`src/rtl/mips_execute_stage_pkg.sv`:
```
// Shared types and constants for the MIPS EX stage: ALU op classes, branch kinds,
// forward selects and R-type funct codes.
package mips_ex_pkg;

  localparam int XLEN   = 32;
  localparam int REG_AW = 5;

  typedef enum logic [3:0] {
    ALU_ADD   = 4'b0000,
    ALU_SUB   = 4'b0001,
    ALU_AND   = 4'b0010,
    ALU_OR    = 4'b0011,
    ALU_SLT   = 4'b0100,
    ALU_LUI   = 4'b0101,
    ALU_RTYPE = 4'b1111
  } alu_op_e;

  typedef enum logic [1:0] {
    BR_NONE  = 2'b00,
    BR_BEQ   = 2'b01,
    BR_BNE   = 2'b10,
    BR_NONE3 = 2'b11
  } branch_e;

  typedef enum logic [1:0] {
    FWD_RF  = 2'b00,
    FWD_WB  = 2'b01,
    FWD_MEM = 2'b10
  } fwd_sel_e;

  localparam logic [5:0] FN_SLL  = 6'h00;
  localparam logic [5:0] FN_SRL  = 6'h02;
  localparam logic [5:0] FN_SRA  = 6'h03;
  localparam logic [5:0] FN_ADD  = 6'h20;
  localparam logic [5:0] FN_ADDU = 6'h21;
  localparam logic [5:0] FN_SUB  = 6'h22;
  localparam logic [5:0] FN_SUBU = 6'h23;
  localparam logic [5:0] FN_AND  = 6'h24;
  localparam logic [5:0] FN_OR   = 6'h25;
  localparam logic [5:0] FN_XOR  = 6'h26;
  localparam logic [5:0] FN_NOR  = 6'h27;
  localparam logic [5:0] FN_SLT  = 6'h2A;
  localparam logic [5:0] FN_SLTU = 6'h2B;

endpackage

```
`src/rtl/mips_execute_stage_if.sv`:
```
// Bundle of ID/EX inputs, WB feedback, EX combinational outputs and EX/MEM register outputs.
// Handshake: none; every input is sampled each cycle, a bubble is an all-zero control word.
interface mips_execute_stage_if #(
  parameter int XLEN   = mips_ex_pkg::XLEN,
  parameter int REG_AW = mips_ex_pkg::REG_AW
);
  logic [XLEN-1:0]   ex_pc4;
  logic              ex_mem_to_reg;
  logic              ex_reg_write;
  logic              ex_mem_write;
  logic              ex_mem_read;
  logic [3:0]        ex_alu_op;
  logic              ex_alu_src;
  logic              ex_reg_dst;
  logic [1:0]        ex_branch;
  logic [XLEN-1:0]   ex_imm;
  logic [REG_AW-1:0] ex_rs_addr;
  logic [REG_AW-1:0] ex_rt_addr;
  logic [REG_AW-1:0] ex_rd_addr;
  logic [XLEN-1:0]   ex_rs_data;
  logic [XLEN-1:0]   ex_rt_data;
  logic [5:0]        ex_funct;
  logic              wb_reg_write;
  logic [REG_AW-1:0] wb_write_addr;
  logic [XLEN-1:0]   wb_write_data;
  logic [REG_AW-1:0] ex_dest_addr;
  logic              ex_alu_zero;
  logic              branch_taken;
  logic [XLEN-1:0]   branch_target;
  logic [1:0]        fwd_a;
  logic [1:0]        fwd_b;
  logic              mem_mem_to_reg;
  logic              mem_reg_write;
  logic              mem_mem_write;
  logic              mem_mem_read;
  logic [XLEN-1:0]   mem_alu_result;
  logic [XLEN-1:0]   mem_write_data;
  logic [REG_AW-1:0] mem_dest_addr;

  modport master (
    output ex_pc4, ex_mem_to_reg, ex_reg_write, ex_mem_write, ex_mem_read, ex_alu_op,
           ex_alu_src, ex_reg_dst, ex_branch, ex_imm, ex_rs_addr, ex_rt_addr, ex_rd_addr,
           ex_rs_data, ex_rt_data, ex_funct, wb_reg_write, wb_write_addr, wb_write_data,
    input  ex_dest_addr, ex_alu_zero, branch_taken, branch_target, fwd_a, fwd_b,
           mem_mem_to_reg, mem_reg_write, mem_mem_write, mem_mem_read, mem_alu_result,
           mem_write_data, mem_dest_addr
  );

  modport slave (
    input  ex_pc4, ex_mem_to_reg, ex_reg_write, ex_mem_write, ex_mem_read, ex_alu_op,
           ex_alu_src, ex_reg_dst, ex_branch, ex_imm, ex_rs_addr, ex_rt_addr, ex_rd_addr,
           ex_rs_data, ex_rt_data, ex_funct, wb_reg_write, wb_write_addr, wb_write_data,
    output ex_dest_addr, ex_alu_zero, branch_taken, branch_target, fwd_a, fwd_b,
           mem_mem_to_reg, mem_reg_write, mem_mem_write, mem_mem_read, mem_alu_result,
           mem_write_data, mem_dest_addr
  );
endinterface

```
`src/rtl/mips_execute_stage_forward.sv`:
```
// Operand forward-select generation; EX/MEM beats WB, register 0 never forwards.
// Compiled out to register-file-only selects unless EX_FORWARDING_EN is defined.
module ex_forward_unit
  import mips_ex_pkg::*;
#(
  parameter int REG_AW = mips_ex_pkg::REG_AW
) (
  input  logic              memRegWrite,
  input  logic [REG_AW-1:0] memDestAddr,
  input  logic              wbRegWrite,
  input  logic [REG_AW-1:0] wbWriteAddr,
  input  logic [REG_AW-1:0] rsAddr,
  input  logic [REG_AW-1:0] rtAddr,
  output fwd_sel_e          fwdA,
  output fwd_sel_e          fwdB
);
`ifdef EX_FORWARDING_EN
  function automatic fwd_sel_e pickSource(input logic [REG_AW-1:0] src,
                                          input logic memWe, input logic [REG_AW-1:0] memAddr,
                                          input logic wbWe, input logic [REG_AW-1:0] wbAddr);
    if (memWe && memAddr != '0 && memAddr == src)     return FWD_MEM;
    else if (wbWe && wbAddr != '0 && wbAddr == src)   return FWD_WB;
    else                                              return FWD_RF;
  endfunction

  assign fwdA = pickSource(rsAddr, memRegWrite, memDestAddr, wbRegWrite, wbWriteAddr);
  assign fwdB = pickSource(rtAddr, memRegWrite, memDestAddr, wbRegWrite, wbWriteAddr);
`else
  logic unusedInputs;
  assign unusedInputs = ^{memRegWrite, memDestAddr, wbRegWrite, wbWriteAddr, rsAddr, rtAddr};
  assign fwdA = FWD_RF;
  assign fwdB = FWD_RF;
`endif
endmodule

```
`src/rtl/mips_execute_stage.sv`:
```
// MIPS EX stage: operand forwarding, ALU, branch resolution and the EX/MEM register.
// Forwarding is present only when EX_FORWARDING_EN is defined.
module mips_execute_stage
  import mips_ex_pkg::*;
#(
  parameter int XLEN   = mips_ex_pkg::XLEN,
  parameter int REG_AW = mips_ex_pkg::REG_AW
) (
  input logic                clk,
  input logic                reset,
  mips_execute_stage_if.slave ex
);
  fwd_sel_e          fwdA, fwdB;
  logic [XLEN-1:0]   opA, rtFwd, opB, aluResult;
  logic [4:0]        shamt;
  logic              eq;

  ex_forward_unit #(.REG_AW(REG_AW)) u_fwd (
    .memRegWrite (ex.mem_reg_write),
    .memDestAddr (ex.mem_dest_addr),
    .wbRegWrite  (ex.wb_reg_write),
    .wbWriteAddr (ex.wb_write_addr),
    .rsAddr      (ex.ex_rs_addr),
    .rtAddr      (ex.ex_rt_addr),
    .fwdA        (fwdA),
    .fwdB        (fwdB)
  );

  always_comb begin
    opA = ex.ex_rs_data;
    case (fwdA)
      FWD_WB:  opA = ex.wb_write_data;
      FWD_MEM: opA = ex.mem_alu_result;
      default: opA = ex.ex_rs_data;
    endcase
    rtFwd = ex.ex_rt_data;
    case (fwdB)
      FWD_WB:  rtFwd = ex.wb_write_data;
      FWD_MEM: rtFwd = ex.mem_alu_result;
      default: rtFwd = ex.ex_rt_data;
    endcase
  end

  // Store data always takes the forwarded rt, even when B is the immediate.
  assign opB   = ex.ex_alu_src ? ex.ex_imm : rtFwd;
  assign shamt = ex.ex_imm[10:6];

  always_comb begin
    aluResult = '0;
    case (alu_op_e'(ex.ex_alu_op))
      ALU_ADD: aluResult = opA + opB;
      ALU_SUB: aluResult = opA - opB;
      ALU_AND: aluResult = opA & opB;
      ALU_OR:  aluResult = opA | opB;
      ALU_SLT: aluResult = {{(XLEN-1){1'b0}}, $signed(opA) < $signed(opB)};
      ALU_LUI: aluResult = opB << 16;
      ALU_RTYPE: begin
        case (ex.ex_funct)
          FN_ADD, FN_ADDU: aluResult = opA + opB;
          FN_SUB, FN_SUBU: aluResult = opA - opB;
          FN_AND:  aluResult = opA & opB;
          FN_OR:   aluResult = opA | opB;
          FN_XOR:  aluResult = opA ^ opB;
          FN_NOR:  aluResult = ~(opA | opB);
          FN_SLT:  aluResult = {{(XLEN-1){1'b0}}, $signed(opA) < $signed(opB)};
          FN_SLTU: aluResult = {{(XLEN-1){1'b0}}, opA < opB};
          FN_SLL:  aluResult = opB << shamt;
          FN_SRL:  aluResult = opB >> shamt;
          FN_SRA:  aluResult = $signed(opB) >>> shamt;
          default: aluResult = '0;
        endcase
      end
      default: aluResult = '0;
    endcase
  end

  assign eq               = (opA == rtFwd);
  assign ex.branch_taken  = (branch_e'(ex.ex_branch) == BR_BEQ &&  eq) ||
                            (branch_e'(ex.ex_branch) == BR_BNE && !eq);
  assign ex.branch_target = ex.ex_pc4 + (ex.ex_imm << 2);
  assign ex.ex_alu_zero   = (aluResult == '0);
  assign ex.ex_dest_addr  = ex.ex_reg_dst ? ex.ex_rd_addr : ex.ex_rt_addr;
  assign ex.fwd_a         = fwdA;
  assign ex.fwd_b         = fwdB;

  always_ff @(posedge clk) begin
    if (!reset) begin
      ex.mem_mem_to_reg <= 1'b0;
      ex.mem_reg_write  <= 1'b0;
      ex.mem_mem_write  <= 1'b0;
      ex.mem_mem_read   <= 1'b0;
      ex.mem_alu_result <= '0;
      ex.mem_write_data <= '0;
      ex.mem_dest_addr  <= '0;
    end else begin
      ex.mem_mem_to_reg <= ex.ex_mem_to_reg;
      ex.mem_reg_write  <= ex.ex_reg_write;
      ex.mem_mem_write  <= ex.ex_mem_write;
      ex.mem_mem_read   <= ex.ex_mem_read;
      ex.mem_alu_result <= aluResult;
      ex.mem_write_data <= rtFwd;
      ex.mem_dest_addr  <= ex.ex_dest_addr;
    end
  end
endmodule

```
`src/flat_wrapper.sv`:
```
// flat-port wrapper written by rule: the top's interface ports become plain ports
module mips_execute_stage_flat import mips_ex_pkg::*;
#(
  parameter int XLEN   = mips_ex_pkg::XLEN,
  parameter int REG_AW = mips_ex_pkg::REG_AW
)
  (clk, reset, ex_ex_pc4, ex_ex_mem_to_reg, ex_ex_reg_write, ex_ex_mem_write, ex_ex_mem_read, ex_ex_alu_op, ex_ex_alu_src, ex_ex_reg_dst, ex_ex_branch, ex_ex_imm, ex_ex_rs_addr, ex_ex_rt_addr, ex_ex_rd_addr, ex_ex_rs_data, ex_ex_rt_data, ex_ex_funct, ex_wb_reg_write, ex_wb_write_addr, ex_wb_write_data, ex_ex_dest_addr, ex_ex_alu_zero, ex_branch_taken, ex_branch_target, ex_fwd_a, ex_fwd_b, ex_mem_mem_to_reg, ex_mem_reg_write, ex_mem_mem_write, ex_mem_mem_read, ex_mem_alu_result, ex_mem_write_data, ex_mem_dest_addr);
  mips_execute_stage_if #(.XLEN(XLEN), .REG_AW(REG_AW)) ex_i ();
  input logic clk;
  input logic reset;
  input wire logic [$bits(ex_i.ex_pc4)-1:0] ex_ex_pc4;
  input wire logic [$bits(ex_i.ex_mem_to_reg)-1:0] ex_ex_mem_to_reg;
  input wire logic [$bits(ex_i.ex_reg_write)-1:0] ex_ex_reg_write;
  input wire logic [$bits(ex_i.ex_mem_write)-1:0] ex_ex_mem_write;
  input wire logic [$bits(ex_i.ex_mem_read)-1:0] ex_ex_mem_read;
  input wire logic [$bits(ex_i.ex_alu_op)-1:0] ex_ex_alu_op;
  input wire logic [$bits(ex_i.ex_alu_src)-1:0] ex_ex_alu_src;
  input wire logic [$bits(ex_i.ex_reg_dst)-1:0] ex_ex_reg_dst;
  input wire logic [$bits(ex_i.ex_branch)-1:0] ex_ex_branch;
  input wire logic [$bits(ex_i.ex_imm)-1:0] ex_ex_imm;
  input wire logic [$bits(ex_i.ex_rs_addr)-1:0] ex_ex_rs_addr;
  input wire logic [$bits(ex_i.ex_rt_addr)-1:0] ex_ex_rt_addr;
  input wire logic [$bits(ex_i.ex_rd_addr)-1:0] ex_ex_rd_addr;
  input wire logic [$bits(ex_i.ex_rs_data)-1:0] ex_ex_rs_data;
  input wire logic [$bits(ex_i.ex_rt_data)-1:0] ex_ex_rt_data;
  input wire logic [$bits(ex_i.ex_funct)-1:0] ex_ex_funct;
  input wire logic [$bits(ex_i.wb_reg_write)-1:0] ex_wb_reg_write;
  input wire logic [$bits(ex_i.wb_write_addr)-1:0] ex_wb_write_addr;
  input wire logic [$bits(ex_i.wb_write_data)-1:0] ex_wb_write_data;
  output wire logic [$bits(ex_i.ex_dest_addr)-1:0] ex_ex_dest_addr;
  output wire logic [$bits(ex_i.ex_alu_zero)-1:0] ex_ex_alu_zero;
  output wire logic [$bits(ex_i.branch_taken)-1:0] ex_branch_taken;
  output wire logic [$bits(ex_i.branch_target)-1:0] ex_branch_target;
  output wire logic [$bits(ex_i.fwd_a)-1:0] ex_fwd_a;
  output wire logic [$bits(ex_i.fwd_b)-1:0] ex_fwd_b;
  output wire logic [$bits(ex_i.mem_mem_to_reg)-1:0] ex_mem_mem_to_reg;
  output wire logic [$bits(ex_i.mem_reg_write)-1:0] ex_mem_reg_write;
  output wire logic [$bits(ex_i.mem_mem_write)-1:0] ex_mem_mem_write;
  output wire logic [$bits(ex_i.mem_mem_read)-1:0] ex_mem_mem_read;
  output wire logic [$bits(ex_i.mem_alu_result)-1:0] ex_mem_alu_result;
  output wire logic [$bits(ex_i.mem_write_data)-1:0] ex_mem_write_data;
  output wire logic [$bits(ex_i.mem_dest_addr)-1:0] ex_mem_dest_addr;
  assign ex_i.ex_pc4 = ex_ex_pc4;
  assign ex_i.ex_mem_to_reg = ex_ex_mem_to_reg;
  assign ex_i.ex_reg_write = ex_ex_reg_write;
  assign ex_i.ex_mem_write = ex_ex_mem_write;
  assign ex_i.ex_mem_read = ex_ex_mem_read;
  assign ex_i.ex_alu_op = ex_ex_alu_op;
  assign ex_i.ex_alu_src = ex_ex_alu_src;
  assign ex_i.ex_reg_dst = ex_ex_reg_dst;
  assign ex_i.ex_branch = ex_ex_branch;
  assign ex_i.ex_imm = ex_ex_imm;
  assign ex_i.ex_rs_addr = ex_ex_rs_addr;
  assign ex_i.ex_rt_addr = ex_ex_rt_addr;
  assign ex_i.ex_rd_addr = ex_ex_rd_addr;
  assign ex_i.ex_rs_data = ex_ex_rs_data;
  assign ex_i.ex_rt_data = ex_ex_rt_data;
  assign ex_i.ex_funct = ex_ex_funct;
  assign ex_i.wb_reg_write = ex_wb_reg_write;
  assign ex_i.wb_write_addr = ex_wb_write_addr;
  assign ex_i.wb_write_data = ex_wb_write_data;
  assign ex_ex_dest_addr = ex_i.ex_dest_addr;
  assign ex_ex_alu_zero = ex_i.ex_alu_zero;
  assign ex_branch_taken = ex_i.branch_taken;
  assign ex_branch_target = ex_i.branch_target;
  assign ex_fwd_a = ex_i.fwd_a;
  assign ex_fwd_b = ex_i.fwd_b;
  assign ex_mem_mem_to_reg = ex_i.mem_mem_to_reg;
  assign ex_mem_reg_write = ex_i.mem_reg_write;
  assign ex_mem_mem_write = ex_i.mem_mem_write;
  assign ex_mem_mem_read = ex_i.mem_mem_read;
  assign ex_mem_alu_result = ex_i.mem_alu_result;
  assign ex_mem_write_data = ex_i.mem_write_data;
  assign ex_mem_dest_addr = ex_i.mem_dest_addr;
  mips_execute_stage #(.XLEN(XLEN), .REG_AW(REG_AW)) u_core (.clk(clk), .reset(reset), .ex(ex_i));
endmodule
```
`config.mk`:
```
export PLATFORM = sky130hd
export DESIGN_NAME = mips_execute_stage_flat
export DESIGN_NICKNAME = d
export VERILOG_FILES = /design/src/rtl/mips_execute_stage_pkg.sv /design/src/rtl/mips_execute_stage_if.sv /design/src/rtl/mips_execute_stage_forward.sv /design/src/rtl/mips_execute_stage.sv /design/src/flat_wrapper.sv
export SDC_FILE = /design/constraint.sdc
export NUM_CORES = 1
export LEC_CHECK = 0
export BUFFER_PORTS_ARGS = -buffer_cell sky130_fd_sc_hd__buf_4
export CELL_PAD_IN_SITES_DETAIL_PLACEMENT = 0
export CELL_PAD_IN_SITES_GLOBAL_PLACEMENT = 1
export CORE_MARGIN = 2
export CORE_UTILIZATION = 39
export CTS_CLUSTER_DIAMETER = 40
export DETAILED_ROUTE_END_ITERATION = 12
export HOLD_SLACK_MARGIN = 0.12
export PLACE_DENSITY_LB_ADDON = 0.3
export SYNTH_ARGS = -nofsm -noshare
export SYNTH_HDL_FRONTEND = slang
export SYNTH_SLANG_ARGS = --single-unit
```
`constraint.sdc`:
```
create_clock -name clk -period 10.2 [get_ports clk]
set_clock_uncertainty 0.05 [all_clocks]
set_input_delay 2.55 -clock clk [delete_from_list [all_inputs] [get_ports clk]]
set_output_delay 2.55 -clock clk [all_outputs]
set_load 0.01 [all_outputs]
```
==> results.yml, run 1 <==
run_status:
  run_status: "complete, no violations"
clock_tree:
  cts_buffer_depth: 2
  post_cts_buffers: 0
  cts-root-buf: "clkbuf_16"
  cts_sinks: 73
  htree_levels: 3
  cts.clk_slew.worst_paths_ns: 0.07
  cts_tree: "done"
  cts_buffers: 9
power:
  p_clk_frac: 0.182
  switching_share: 0.480
  p_leak_nw: 9.51
  power_density_mw_per_mm2: 91.3
  comb_power_share: 0.662
  seqPwrFrac: 0.156
  p_int_mw: 1.03
  vdd_drop_max_mv: 0.0698
  p_switching_mw: 0.946
synthesis:
  postSynthCellCount: 2285
  synth_edf_count: 0
  ys_types: 95
  synthDominantCellAreaShare: 0.101
  synth_top_cell_by_area: "mux4_2"
  yosysWarnings: 0
  async_reset_ff_frac: 0
  netlist_area_mm2: 0.0175
  syn-mean-instance-area_um2: 7.67
  synth_ff_type: "dfxtp_1"
  synthTopCellsByArea: "mux4_2, ha_1, dfxtp_1"
  yosysSeqAreaShare: 0.0834
  ys_seq_elements: 73
global_routing:
  grt_start_max_net_pins: 74
  grt_pass1_wl_um: 141000
  grt_overflow: 0
  grt_usage: 0.411
  first_global_vias: 19868
  antenna_found_initial: 1
sta:
  timing.final.crit_share: 0.987
  finalMaxSlewViolations: 0
  max_freq_mhz: 99.3
  fin_setup_tns_ns: 0
  finalHoldViolations: 0
  tightest_slew_ns: 1.20
  slew_headroom: 0.198
  setup_viol: 0
  finalCriticalPeriod_ns: 10.07
  setup_slack_ns: 0.130
placed_design:
  dp_hpwl_um: 78900
  preCtsSetupSlack_ns: -0.269
  postPlaceCellArea_mm2: 0.0212
  gp_congestion: 1.02
  numPortBuffers: 265
worst_setup_path:
  end_kind: "output pin"
  cp-start-kind: "input port"
  required_ns: 7.60
  worstSetupPathType: "input port to output pin"
  crit_path_max_fanout: 12
  arrival_ns: 7.47
worst_hold_path:
  min-delay-start: "ex_ex_mem_to_reg"
  min_delay_path_depth: 2
  hold_end: "u_core.ex.mem_mem_to_reg"
  hp-class: "input port to flip-flop"
routing:
  drtIter0Drc: 3011
  wirelength_um: 98700
  wl_per_cell_um: 30.8
  drc: 0
  via_count: 21173
  firstDrtPassIters: 6
  viasPerCell: 6.60
  ant_nets: 0
job:
  maxCapViolCount: 0
final_layout:
  stdcell_area_mm2: 0.0216
  areaGrowthSynthToFinish_pct: 23.1
  nets: 2941
  fin_util: 0.487
  drive_gt1_frac: 0.267
  reg.largest.list: "u_core.ex.mem_alu_result: 32 flops, u_core.ex.mem_write_data: 32 flops, u_core.ex.mem_dest_addr: 5 flops"
  fillers: 4498
floorplan:
  core_area_mm2: 0.0443
  core.rowCount: 77
  die_h_um: 216
  die_x_um: 216
  dieArea_mm2: 0.0467
  io_pins: 317
  initial_core_util: 0.396
## routing by layer
layer  routed length (um)  up-vias  part of all wire  GRT usage
met5                    0        -                 0          0
met4                 5210        0             0.053      0.199
met3                10100      234              0.10     0.0923
met2                42600     1382              0.43      0.623
met1                40800    10335              0.41      0.551
li1                     -     9222                 -          -
## power by group through the flow
stage | Sequential, mW | Combinational [mW] | Clock [mW]
global route | 0.309 | 1.37 | 0.377
floorplan | 0.323 | 0.711 | 0
global placement | 0.313 | 1.24 | 0
CTS | 0.307 | 1.26 | 0.369
detailed placement | 0.314 | 1.25 | 0
finish | 0.307 | 1.30 | 0.360
## through the flow
| step | hold WS (ns) | power (mW) | cells |
|---|---|---|---|
| 2_1_floorplan | 2.62 | 1.03 | 2288 |
| 3_3_place_gp | 2.71 | 1.56 | 3189 |
| 3_5_place_dp | 2.71 | 1.56 | 3189 |
| 4_1_cts | 2.29 | 1.93 | 3205 |
| 5_1_grt | 2.30 | 2.05 | 3205 |
| 6_report | 2.30 | 1.97 | 3206 |
## what timing repair did
item	CTS	global route
pin swaps	0	1
gates resized for setup	5	17
endpoints found under the setup margin	1	1
hold buffers	0	0
## cells by family (layout without fill, tap and decap cells)
| kind of cell | after synthesis | count (layout) | share of synthesized area |
|---|---|---|---|
| muxes | 262 | 262 | 0.212 |
| buffers and inverters | 319 | 644 | 0.0841 |
| AOI/OAI and AO/OA | 688 | 688 | 0.273 |
| other | 1 | 5 | 0.000214 |
| xor gates and xnor gates | 115 | 115 | 0.0574 |
| DFF | 73 | 73 | 0.0834 |
| adders and majority gates | 132 | 132 | 0.0955 |
| and+or+nand+nor | 695 | 695 | 0.194 |
## cell type report
cell class	count	area, um^2	area share
repair buffers	504	3870	0.179
inverters	124	468	0.0217
multi-input cells	1896	14700	0.683
clock buffers	10	229	0.0106
clock inverters	6	67.6	0.00313
well taps	592	741	0.0343
flip-flops and latches	73	1460	0.0677
diodes	1	2.50	0.000116
## cell usage after synthesis (16+ instances only)
| master | n |
|---|---|
| nor2_1 | 193 |
| nand2_1 | 168 |
| a21oi_1 | 154 |
| mux2i_1 | 139 |
| ha_1 | 129 |
| inv_1 | 115 |
| o21ai_0 | 97 |
| clkbuf_1 | 96 |
| mux4_2 | 79 |
| dfxtp_1 | 73 |
| xnor2_1 | 67 |
| and2_1 | 65 |
| nor3_1 | 52 |
| buf_2 | 50 |
| xor2_1 | 48 |
| nand3_1 | 42 |
| mux2_2 | 38 |
| a211oi_1 | 36 |
| o22ai_1 | 32 |
| a21o_1 | 31 |
| o211ai_1 | 30 |
| nand2b_1 | 28 |
| buf_4 | 26 |
| o221ai_1 | 26 |
| o31ai_1 | 26 |
| a31oi_1 | 25 |
| nor2b_1 | 25 |
| nor4_1 | 25 |
| a22oi_1 | 24 |
| a221oi_1 | 23 |
| and3_1 | 20 |
| o21a_1 | 20 |
| a211o_1 | 16 |
## worst max-delay path by stage
stage,from,cells past startpoint,slack (ns),endpoint
final,ex_ex_alu_src,18,0.13,ex_ex_alu_zero
after global routing,ex_ex_alu_src,20,-0.002,ex_ex_alu_zero
after CTS,ex_ex_alu_src,18,0.009,ex_ex_alu_zero
after detailed placement,ex_ex_alu_src,18,-0.27,ex_ex_alu_zero
after global placement,ex_ex_alu_src,18,-0.30,ex_ex_alu_zero
after floorplan,ex_ex_alu_src,23,0.02,ex_ex_alu_zero
## layout by cell type (no fill, tap or decap), types with 38 or more instances in the layout
master	instances
ha_1	127
o21ai_0	96
nand3_1	42
inv_1	115
xnor2_1	67
xor2_1	48
nor2_1	193
mux4_2	79
a21oi_1	151
and2_1	65
nand2_1	168
dfxtp_1	73
mux2i_1	134
mux2_2	38
nor3_1	52
buf_4	495
## worst max-delay path, cell delays in order
cell and delay [ns]:
buf_4 0.21, buf_6 0.24, mux2i_4 0.41, buf_4 0.20, ha_2 0.33, buf_4 0.17
or4_1 0.46, a21oi_2 0.25, o21ai_0 0.21, a221o_1 0.33, a22o_1 0.27, or4_1 0.40
or4_1 0.47, nor4_1 0.28, buf_4 0.19, and4_1 0.19, and3_1 0.16, buf_4 0.12
(Power assumes the default switching activity.)
==> run 2: changes to the inputs <==
--- a/config.mk
+++ b/config.mk
@@ -10,6 +10,7 @@
 export CELL_PAD_IN_SITES_GLOBAL_PLACEMENT = 1
 export CORE_MARGIN = 2
 export CORE_UTILIZATION = 39
+export CTS_BUF_LIST = sky130_fd_sc_hd__clkbuf_8
 export CTS_CLUSTER_DIAMETER = 40
 export DETAILED_ROUTE_END_ITERATION = 12
 export HOLD_SLACK_MARGIN = 0.12
==> results.yml, run 2 (synthesis gave the netlist of run 1 again) <==
final_layout:
  layout_commonest_cell: "buf_4"
  areaGrowthSynthToFinish_pct: 22.6
  final_cell_count_no_fill: 3207
  fillers: 4497
  drive_gt1_frac: 0.268
  fin_util: 0.485
  final_cell_mix: "buf_4, nor2_1, nand2_1, a21oi_1, mux2i_1"
  nets: 2941
  reg.largest.list: "u_core.ex.mem_alu_result: 32 flops, u_core.ex.mem_write_data: 32 flops, u_core.ex.mem_dest_addr: 5 flops"
clock_tree:
  cts_buffer_depth: 2
  cts.clk_slew.worst_paths_ns: 0.10
  cts_buffers: 9
  cts_sinks: 73
  ctsHoldBuffers: 0
  cts-root-buf: "clkbuf_8"
  cts_tree: "done"
  htree_levels: 3
power:
  p_leak_nw: 9.47
  power_density_mw_per_mm2: 87.5
  vdd_drop_max_mv: 0.0540
worst_hold_path:
  hp-class: "input port to flip-flop"
routing:
  viasPerCell: 6.62
  routed.top_layer: "met4"
  ant_nets: 0
  wirelength_um: 98600
  firstDrtPassIters: 6
  drtIter0Drc: 2890
  dr_wl_met2_um: 42400
  via_count: 21236
  route.met3.wl_um: 10200
  wl_per_cell_um: 30.8
  m1WireLength_um: 40600
  drc: 0
floorplan:
  die_h_um: 216
  initial_core_util: 0.396
  core_area_mm2: 0.0443
  io_pins: 317
  die_x_um: 216
  dieArea_mm2: 0.0467
  core.rowCount: 77
global_routing:
  grt_usage: 0.411
  grt_overflow: 0
  grt_start_max_net_pins: 74
  antenna_found_initial: 2
  grt_pass1_wl_um: 141000
  first_global_vias: 19870
run_status:
  run_status: "complete, no violations"
sta:
  timing.final.crit_share: 0.987
  max_freq_mhz: 99.4
  finalMaxSlewViolations: 0
  slew_headroom: 0.160
  finalCriticalPeriod_ns: 10.06
  setup_slack_ns: 0.137
  tightest_slew_ns: 1.26
  finalHoldViolations: 0
  setup_viol: 0
  rsz0062_at_grt: "no"
placed_design:
  numPortBuffers: 265
  dp_cells: 3189
  preCtsSetupSlack_ns: -0.269
  gp_congestion: 1.02
  dp_hpwl_um: 78900
worst_setup_path:
  arrival_ns: 7.46
  cp-start-kind: "input port"
  required_ns: 7.60
  crit_path_max_fanout: 12
  worstSetupPathType: "input port to output pin"
  end_kind: "output pin"
job:
  maxCapViolCount: 0
==> run 2: changes by cell type in the layout (fill, tap and decap cells not counted), sizes merged <==
cell / delta
clkbuf: -1
diode: +1
inv: +1
==> run 2: repair_timing <==
item                                    CTS  global route
pin swaps                                 0             1
gates resized for setup                   5            19
setup buffers                             0             0
endpoints found under the setup margin    1             1
==> run 2: final cells by class <==
| class | count | area [um^2] | area share |
|---|---|---|---|
| clock inverters | 7 | 71.3 | 0.00332 |
| multi-input cells | 1896 | 14700 | 0.686 |
| repair buffers | 504 | 3870 | 0.180 |
| flip-flops and latches | 73 | 1460 | 0.0680 |
| well taps | 592 | 741 | 0.0345 |
| clock buffers | 9 | 124 | 0.00576 |
| diodes | 2 | 5.00 | 0.000233 |
| inverters | 124 | 468 | 0.0218 |
==> run 2: through the flow <==
step / cell area (um^2) / hold slack, ns / setup TNS (ns) / power [mW]
detailed placement: 21200 / 2.71 / -0.269 / 1.56
global placement: 21200 / 2.71 / -0.302 / 1.56
floorplan: 17600 / 2.62 / 0 / 1.03
CTS: 21400 / 2.22 / 0 / 1.84
finish: 21500 / 2.25 / 0 / 1.88
global route: 21500 / 2.23 / 0 / 1.96
==> run 2: worst paths after layout <==
check,from,endpoint,cells after the start
max,ex_ex_alu_src,ex_ex_alu_zero,20
min,ex_ex_mem_to_reg,u_core.ex.mem_mem_to_reg,2
==> run 2: worst max-delay path, cell delays in order <==
cell	delay, ns
buf_4	0.21
buf_6	0.24
mux2i_2	0.38
ha_1	0.31
nor2_1	0.37
nand3_1	0.16
o21bai_1	0.28
buf_4	0.21
a21oi_1	0.18
o21ai_0	0.34
and3_1	0.35
o32a_1	0.39
a311oi_1	0.37
buf_4	0.21
nand3_1	0.07
nor4_1	0.18
buf_4	0.18
and4_1	0.19
and3_1	0.16
buf_4	0.12
==> run 2: layer usage <==
metal	vias up	GRT usage
li1	9224	-
met1	10389	0.549
met2	1376	0.622
met3	247	0.0951
met4	0	0.201
met5	-	0
==> run 2: where the power goes <==
part | internal [mW] | switching [mW]
Clock | 0.113 | 0.156
Sequential | 0.303 | 0.00468
Combinational | 0.532 | 0.772
